===== config.mk =====
export PLATFORM = sky130hd
export DESIGN_NAME = urv_dm_arbiter
export DESIGN_NICKNAME = d
export VERILOG_FILES = /design/src/rtl/urv_dm_arbiter_pkg.sv /design/src/rtl/urv_dm_arbiter.sv
export SDC_FILE = /design/constraint.sdc
export NUM_CORES = 1
export LEC_CHECK = 0
export BUFFER_PORTS_ARGS = -buffer_cell sky130_fd_sc_hd__buf_2
export CAP_MARGIN = 10
export CELL_PAD_IN_SITES_DETAIL_PLACEMENT = 0
export CELL_PAD_IN_SITES_GLOBAL_PLACEMENT = 1
export CORE_AREA = 2 2 126 128
export CTS_CLUSTER_DIAMETER = 150
export CTS_CLUSTER_SIZE = 14
export DETAILED_ROUTE_END_ITERATION = 10
export DIE_AREA = 0 0 128 130
export PLACE_DENSITY_LB_ADDON = 0.1
export SLEW_MARGIN = 10
export SYNTH_ARGS = -nofsm -noshare
export SYNTH_HDL_FRONTEND = slang
export SYNTH_SLANG_ARGS = --single-unit

===== constraint.sdc =====
create_clock -name clk_i -period 3.95 [get_ports clk_i]
set_clock_uncertainty 0.05 [all_clocks]
set_input_delay 0.395 -clock clk_i [delete_from_list [all_inputs] [get_ports clk_i]]
set_output_delay 0.395 -clock clk_i [all_outputs]
set_load 0.03 [all_outputs]

===== src/rtl/urv_dm_arbiter_pkg.sv =====
// Shared owner encodings and FSM state type for the uRV data-memory arbiter.
// The state values reuse the owner codes, so the debug state output reads directly as the current owner.
package urv_dm_arbiter_pkg;

    localparam logic [1:0] ARB_OWNER_NONE = 2'd0;
    localparam logic [1:0] ARB_OWNER_CORE = 2'd1;
    localparam logic [1:0] ARB_OWNER_EXT  = 2'd2;

    typedef enum logic [1:0] {
        ST_NONE = ARB_OWNER_NONE,
        ST_CORE = ARB_OWNER_CORE,
        ST_EXT  = ARB_OWNER_EXT
    } arb_state_t;

endpackage


===== src/rtl/urv_dm_arbiter.sv =====
// Two-master arbiter sharing one data-memory port between the core and an external master.
// The core has fixed priority; a saturating wait counter lets the external master win after G_MAX_WAIT cycles.
module urv_dm_arbiter
    import urv_dm_arbiter_pkg::*;
#(
    parameter int unsigned G_MAX_WAIT = 8
) (
    input  logic        clk_i,
    input  logic        rst_i,

    input  logic [31:0] c_addr_i,
    input  logic [31:0] c_data_s_i,
    input  logic [3:0]  c_select_i,
    input  logic        c_load_i,
    input  logic        c_store_i,
    output logic        c_ready_o,
    output logic [31:0] c_data_l_o,
    output logic        c_rvalid_o,

    input  logic [31:0] e_addr_i,
    input  logic [31:0] e_data_s_i,
    input  logic [3:0]  e_select_i,
    input  logic        e_load_i,
    input  logic        e_store_i,
    output logic        e_ready_o,
    output logic [31:0] e_data_l_o,
    output logic        e_rvalid_o,

    output logic [31:0] m_addr_o,
    output logic [31:0] m_data_s_o,
    output logic [3:0]  m_select_o,
    output logic        m_load_o,
    output logic        m_store_o,
    input  logic        m_ready_i,
    input  logic [31:0] m_data_l_i,

    output logic [1:0]  dbg_state_o,
    output logic [7:0]  dbg_wait_cnt_o
);

    localparam logic [7:0] LP_MAX_WAIT = 8'(G_MAX_WAIT);

    // Handshake: a master raises load/store and holds it with stable attributes
    // until its ready pulses; acceptance is ready && request in the same cycle.

    arb_state_t  r_state;
    arb_state_t  w_state_nxt;
    logic [7:0]  r_wait_cnt;
    logic        r_rsp_valid;
    logic [1:0]  r_rsp_owner;

    logic        w_c_req;
    logic        w_e_req;
    logic        w_sel_core;
    logic        w_sel_ext;
    logic        w_e_accept;
    logic        w_load_accept;

    assign w_c_req = c_load_i | c_store_i;
    assign w_e_req = e_load_i | e_store_i;

    always_comb begin
        w_sel_core  = 1'b0;
        w_sel_ext   = 1'b0;
        w_state_nxt = r_state;
        case (r_state)
            ST_NONE: begin
                if (w_c_req && w_e_req) begin
                    if (r_wait_cnt == LP_MAX_WAIT) w_sel_ext  = 1'b1;
                    else                           w_sel_core = 1'b1;
                end else if (w_c_req) begin
                    w_sel_core = 1'b1;
                end else if (w_e_req) begin
                    w_sel_ext = 1'b1;
                end
                if (w_sel_core && !m_ready_i)     w_state_nxt = ST_CORE;
                else if (w_sel_ext && !m_ready_i) w_state_nxt = ST_EXT;
                else                              w_state_nxt = ST_NONE;
            end
            // A dropped request while locked releases the port without a strobe.
            ST_CORE: begin
                w_sel_core  = w_c_req;
                w_state_nxt = (w_c_req && !m_ready_i) ? ST_CORE : ST_NONE;
            end
            ST_EXT: begin
                w_sel_ext   = w_e_req;
                w_state_nxt = (w_e_req && !m_ready_i) ? ST_EXT : ST_NONE;
            end
            default: begin
                w_state_nxt = ST_NONE;
            end
        endcase
        if (rst_i) begin
            w_sel_core = 1'b0;
            w_sel_ext  = 1'b0;
        end
    end

    always_ff @(posedge clk_i) begin
        if (rst_i) r_state <= ST_NONE;
        else       r_state <= w_state_nxt;
    end

    // Request mux: with no grant the core attributes are presented, strobes are low.
    assign m_addr_o   = w_sel_ext ? e_addr_i   : c_addr_i;
    assign m_data_s_o = w_sel_ext ? e_data_s_i : c_data_s_i;
    assign m_select_o = w_sel_ext ? e_select_i : c_select_i;
    assign m_store_o  = (w_sel_core & c_store_i) | (w_sel_ext & e_store_i);
    assign m_load_o   = (w_sel_core & c_load_i & ~c_store_i) | (w_sel_ext & e_load_i & ~e_store_i);

    assign c_ready_o  = w_sel_core & m_ready_i;
    assign e_ready_o  = w_sel_ext & m_ready_i;

    assign w_e_accept    = e_ready_o;
    assign w_load_accept = m_load_o & m_ready_i;

    always_ff @(posedge clk_i) begin
        if (rst_i) begin
            r_wait_cnt <= 8'd0;
        end else if (!w_e_req || w_e_accept) begin
            r_wait_cnt <= 8'd0;
        end else if (r_wait_cnt < LP_MAX_WAIT) begin
            r_wait_cnt <= r_wait_cnt + 8'd1;
        end
    end

    always_ff @(posedge clk_i) begin
        if (rst_i) begin
            r_rsp_valid <= 1'b0;
            r_rsp_owner <= ARB_OWNER_NONE;
        end else begin
            r_rsp_valid <= w_load_accept;
            r_rsp_owner <= w_sel_ext ? ARB_OWNER_EXT : ARB_OWNER_CORE;
        end
    end

    // Load data is broadcast; only the valid pulse is steered to the issuer.
    assign c_data_l_o = m_data_l_i;
    assign e_data_l_o = m_data_l_i;
    assign c_rvalid_o = r_rsp_valid & (r_rsp_owner == ARB_OWNER_CORE) & ~rst_i;
    assign e_rvalid_o = r_rsp_valid & (r_rsp_owner == ARB_OWNER_EXT) & ~rst_i;

    assign dbg_state_o    = r_state;
    assign dbg_wait_cnt_o = r_wait_cnt;

endmodule

==> impl_metrics.ini <==
[outcome]
status = completed

[power]
vdd_drop_max_mv = 0.1346
leakage_uw = 0.001849
power_density_nw_per_um2 = 226.1
power.total_uw = 707.1

[floorplan]
rows = 46
die_h_um = 130
die_w_um = 128
die_area_um2 = 16640
initial_core_util_pct = 14.35
io_pins = 323
coreArea_um2 = 15420

[logic_synthesis]
avgSynthCellArea_um2 = 10.90
ys.flop_type = dfxtp_1
synth_common_cells = mux2_4, buf_4, dfxtp_1
ys_async_sr_fraction_pct = 0
syn_nets = 380
ys_seq_area_share_pct = 11.76
syn-cell-area_um2 = 2213
ys_ff_latch = 13
yosysWarnings = 0
yosysTopAreaCell = mux2_4
syn_inst = 203
synth_cell_types = 35
synth_edf_count = 0
synth.area.top_cells = mux2_4, buf_4, dfxtp_1, buf_6, nor2_1
yosysTopAreaCellShare_pct = 45.45
synth_most_common_cell = mux2_4

[clock_tree]
holdBufCountCts = 0
cts_tree = done
cts_inserted_buffers = 3
clkLatencyLatePin_ns = 0.24
cts-resized-gates = 0
cts_buffer_depth = 2
cts_max_level = 1
postCtsSetupBuffers = 0
root_buffer = clkbuf_16
cts_sinks = 13
clk_pin_slew_ns = 0.05

[critical_path]
critPathBufInv = 3
cp.arrival_ns = 2.51
cp_cell_sequence = inv_1 > ha_1 > and3b_1 > a21o_2 > nand2_4 > buf_4 > mux2_4 > buf_2
crit_fanout = 29
r2r.worst_path.cells = 6
critPathLaunch = dbg_wait_cnt_o[0]$_SDFFE_PP0N_
cp_slowest_cell = buf_4
start_kind = register
crit_type = reg -> out
path_depth = 8
cp.required_ns = 3.50
critPathTopFamily = buffers and inverters
slowest_delay_ns = 0.47
r2r-start = dbg_wait_cnt_o[0]$_SDFFE_PP0N_
ff2ff_setup_slack_ns = 2.06
end_kind = primary output

[layout]
n_antenna_cell = 0
stdcell_area_um2 = 3128
area_delta_synth_final_pct = 41.32
fill_cells = 1729
final_nets = 541
drive_above_1_share_pct = 84.85

[sta]
worst_pin_slew_ns = 0.5308
hold_violations = 0
setup_tns_ns = 0
slew-limit-headroom_pct = 64.37
finalMaxSlewViolations = 0
maxClockFrequency_mhz = 337.9
period_needed_ns = 2.960
fin_crit_sh_pct = 74.93
rsz0062_at_grt = false
setup_ws_ns = 0.9904
setup_viol = 0

[placement]
detailed_place_hpwl_um = 7429
gp_congestion = 0.6738
numPortBuffers = 226
dpl_cell_area_um2 = 3049
pre_cts_slack_ns = 1.214

[global_route]
grt_pass1_wl_um = 11180
grt_pass1_vias = 1946
grt_max_degree = 38
antenna_found_initial = 0
grt.overflow.total = 0
gr-usage-all-layers_pct = 8.620

[worst_hold_path]
hold_depth = 2
hold_class = in -> reg
min_from = m_ready_i

[route]
first_pass_iters = 4
routed_wl_um = 8468
drt_iter0_drc = 46
drc = 0
routedWlPerCell_um = 15.26
viasPerCell = 3.665
vias = 2034
antenna_left = 0

[run]
maxCapViolations = 0
[metrics by stage]
stage                     instances  utilization, %  hold WS, ns
after floorplan                 203               -       0.4174
after global placement          551           19.77       0.4584
after detailed placement        551           19.77       0.4582
after CTS                       555           20.28       0.3467
after global routing            555           20.28       0.3626
final                           555           20.28       0.3481
[layer usage]
layer | routed length (um) | vias to the layer above | GRT usage (%)
met3 | 827 | 19 | 2.255
met2 | 4568 | 151 | 17.14
met1 | 2942 | 901 | 8.965
li1 | - | 963 | -
met5 | 0 | - | 0
met4 | 130 | 0 | 2.133
[worst paths after layout]
path | end
min reg2reg | dbg_wait_cnt_o[7]$_SDFFE_PP0N_
max reg2reg | dbg_wait_cnt_o[7]$_SDFFE_PP0N_
max | m_data_s_o[5]
min | dbg_state_o[1]$_SDFF_PP0_
[state kept, by name, summed over array words and instances, names as in the netlist]
register and flops:
dbg_wait_cnt_o 8, dbg_state_o 2, r_rsp_owner 2, r_rsp_valid 1
[power by group]
| part | total (uW) | internal [uW] | leakage (uW) | switching [uW] |
|---|---|---|---|---|
| clock | 189 | 136 | 0.0000382 | 53.2 |
| combinational | 378 | 173 | 0.00171 | 205 |
| sequential | 140 | 136 | 0.000106 | 4.65 |
[cells by family (layout without fill, tap and decap cells)]
logic type	count (synthesis)	count (layout)	share of synthesized area [%]
XOR/XNOR	2	2	0.7916
flip-flops	13	13	11.76
buffers and inverters	77	237	26.29
multiplexers	68	68	45.96
AND/OR/NAND/NOR	29	29	9.779
AO/OA/AOI/OAI	12	12	4.297
adder cells (fa/ha/maj)	2	2	1.130
[area by class of cell]
| class | count | area (um^2) | area share (%) |
|---|---|---|---|
| inverters | 5 | 18.77 | 0.6000 |
| multi-input cells | 113 | 1371 | 43.84 |
| well taps | 192 | 240.2 | 7.680 |
| clock buffers | 4 | 78.83 | 2.520 |
| flip-flops and latches | 13 | 260.3 | 8.320 |
| repair buffers | 228 | 1159 | 37.04 |
[placed cells by master, fill, tap and decap left out]
| cell | Yosys | layout |
|---|---|---|
| a211oi_1 | 1 | 1 |
| a211oi_2 | 1 | 1 |
| a21boi_1 | 1 | 1 |
| a21o_2 | 1 | 1 |
| a21oi_1 | 2 | 2 |
| a311o_1 | 1 | 1 |
| a311oi_1 | 1 | 1 |
| a41oi_1 | 1 | 1 |
| and2_1 | 4 | 4 |
| and3b_1 | 1 | 1 |
| buf_12 | 0 | 1 |
| buf_2 | 0 | 226 |
| buf_4 | 64 | 1 |
| clkbuf_1 | 0 | 1 |
| clkbuf_16 | 0 | 3 |
| dfxtp_1 | 13 | 13 |
| ha_1 | 2 | 2 |
| inv_1 | 4 | 4 |
| inv_2 | 1 | 1 |
| mux2_1 | 1 | 1 |
| mux2_4 | 67 | 67 |
| nand2_1 | 2 | 2 |
| nand2_4 | 1 | 1 |
| nor2_1 | 9 | 9 |
| nor2b_1 | 1 | 1 |
| nor3_1 | 1 | 1 |
| nor3b_2 | 2 | 2 |
| nor4_1 | 2 | 2 |
| nor4_2 | 1 | 1 |
| nor4b_4 | 1 | 1 |
| nor4bb_1 | 2 | 2 |
| o21ai_0 | 1 | 1 |
| o21bai_1 | 1 | 1 |
| o2bb2ai_1 | 1 | 1 |
| or4_4 | 1 | 1 |
| or4b_4 | 1 | 1 |
| xnor2_1 | 2 | 2 |
No activity file was read; power rests on OpenSTA's default activity.
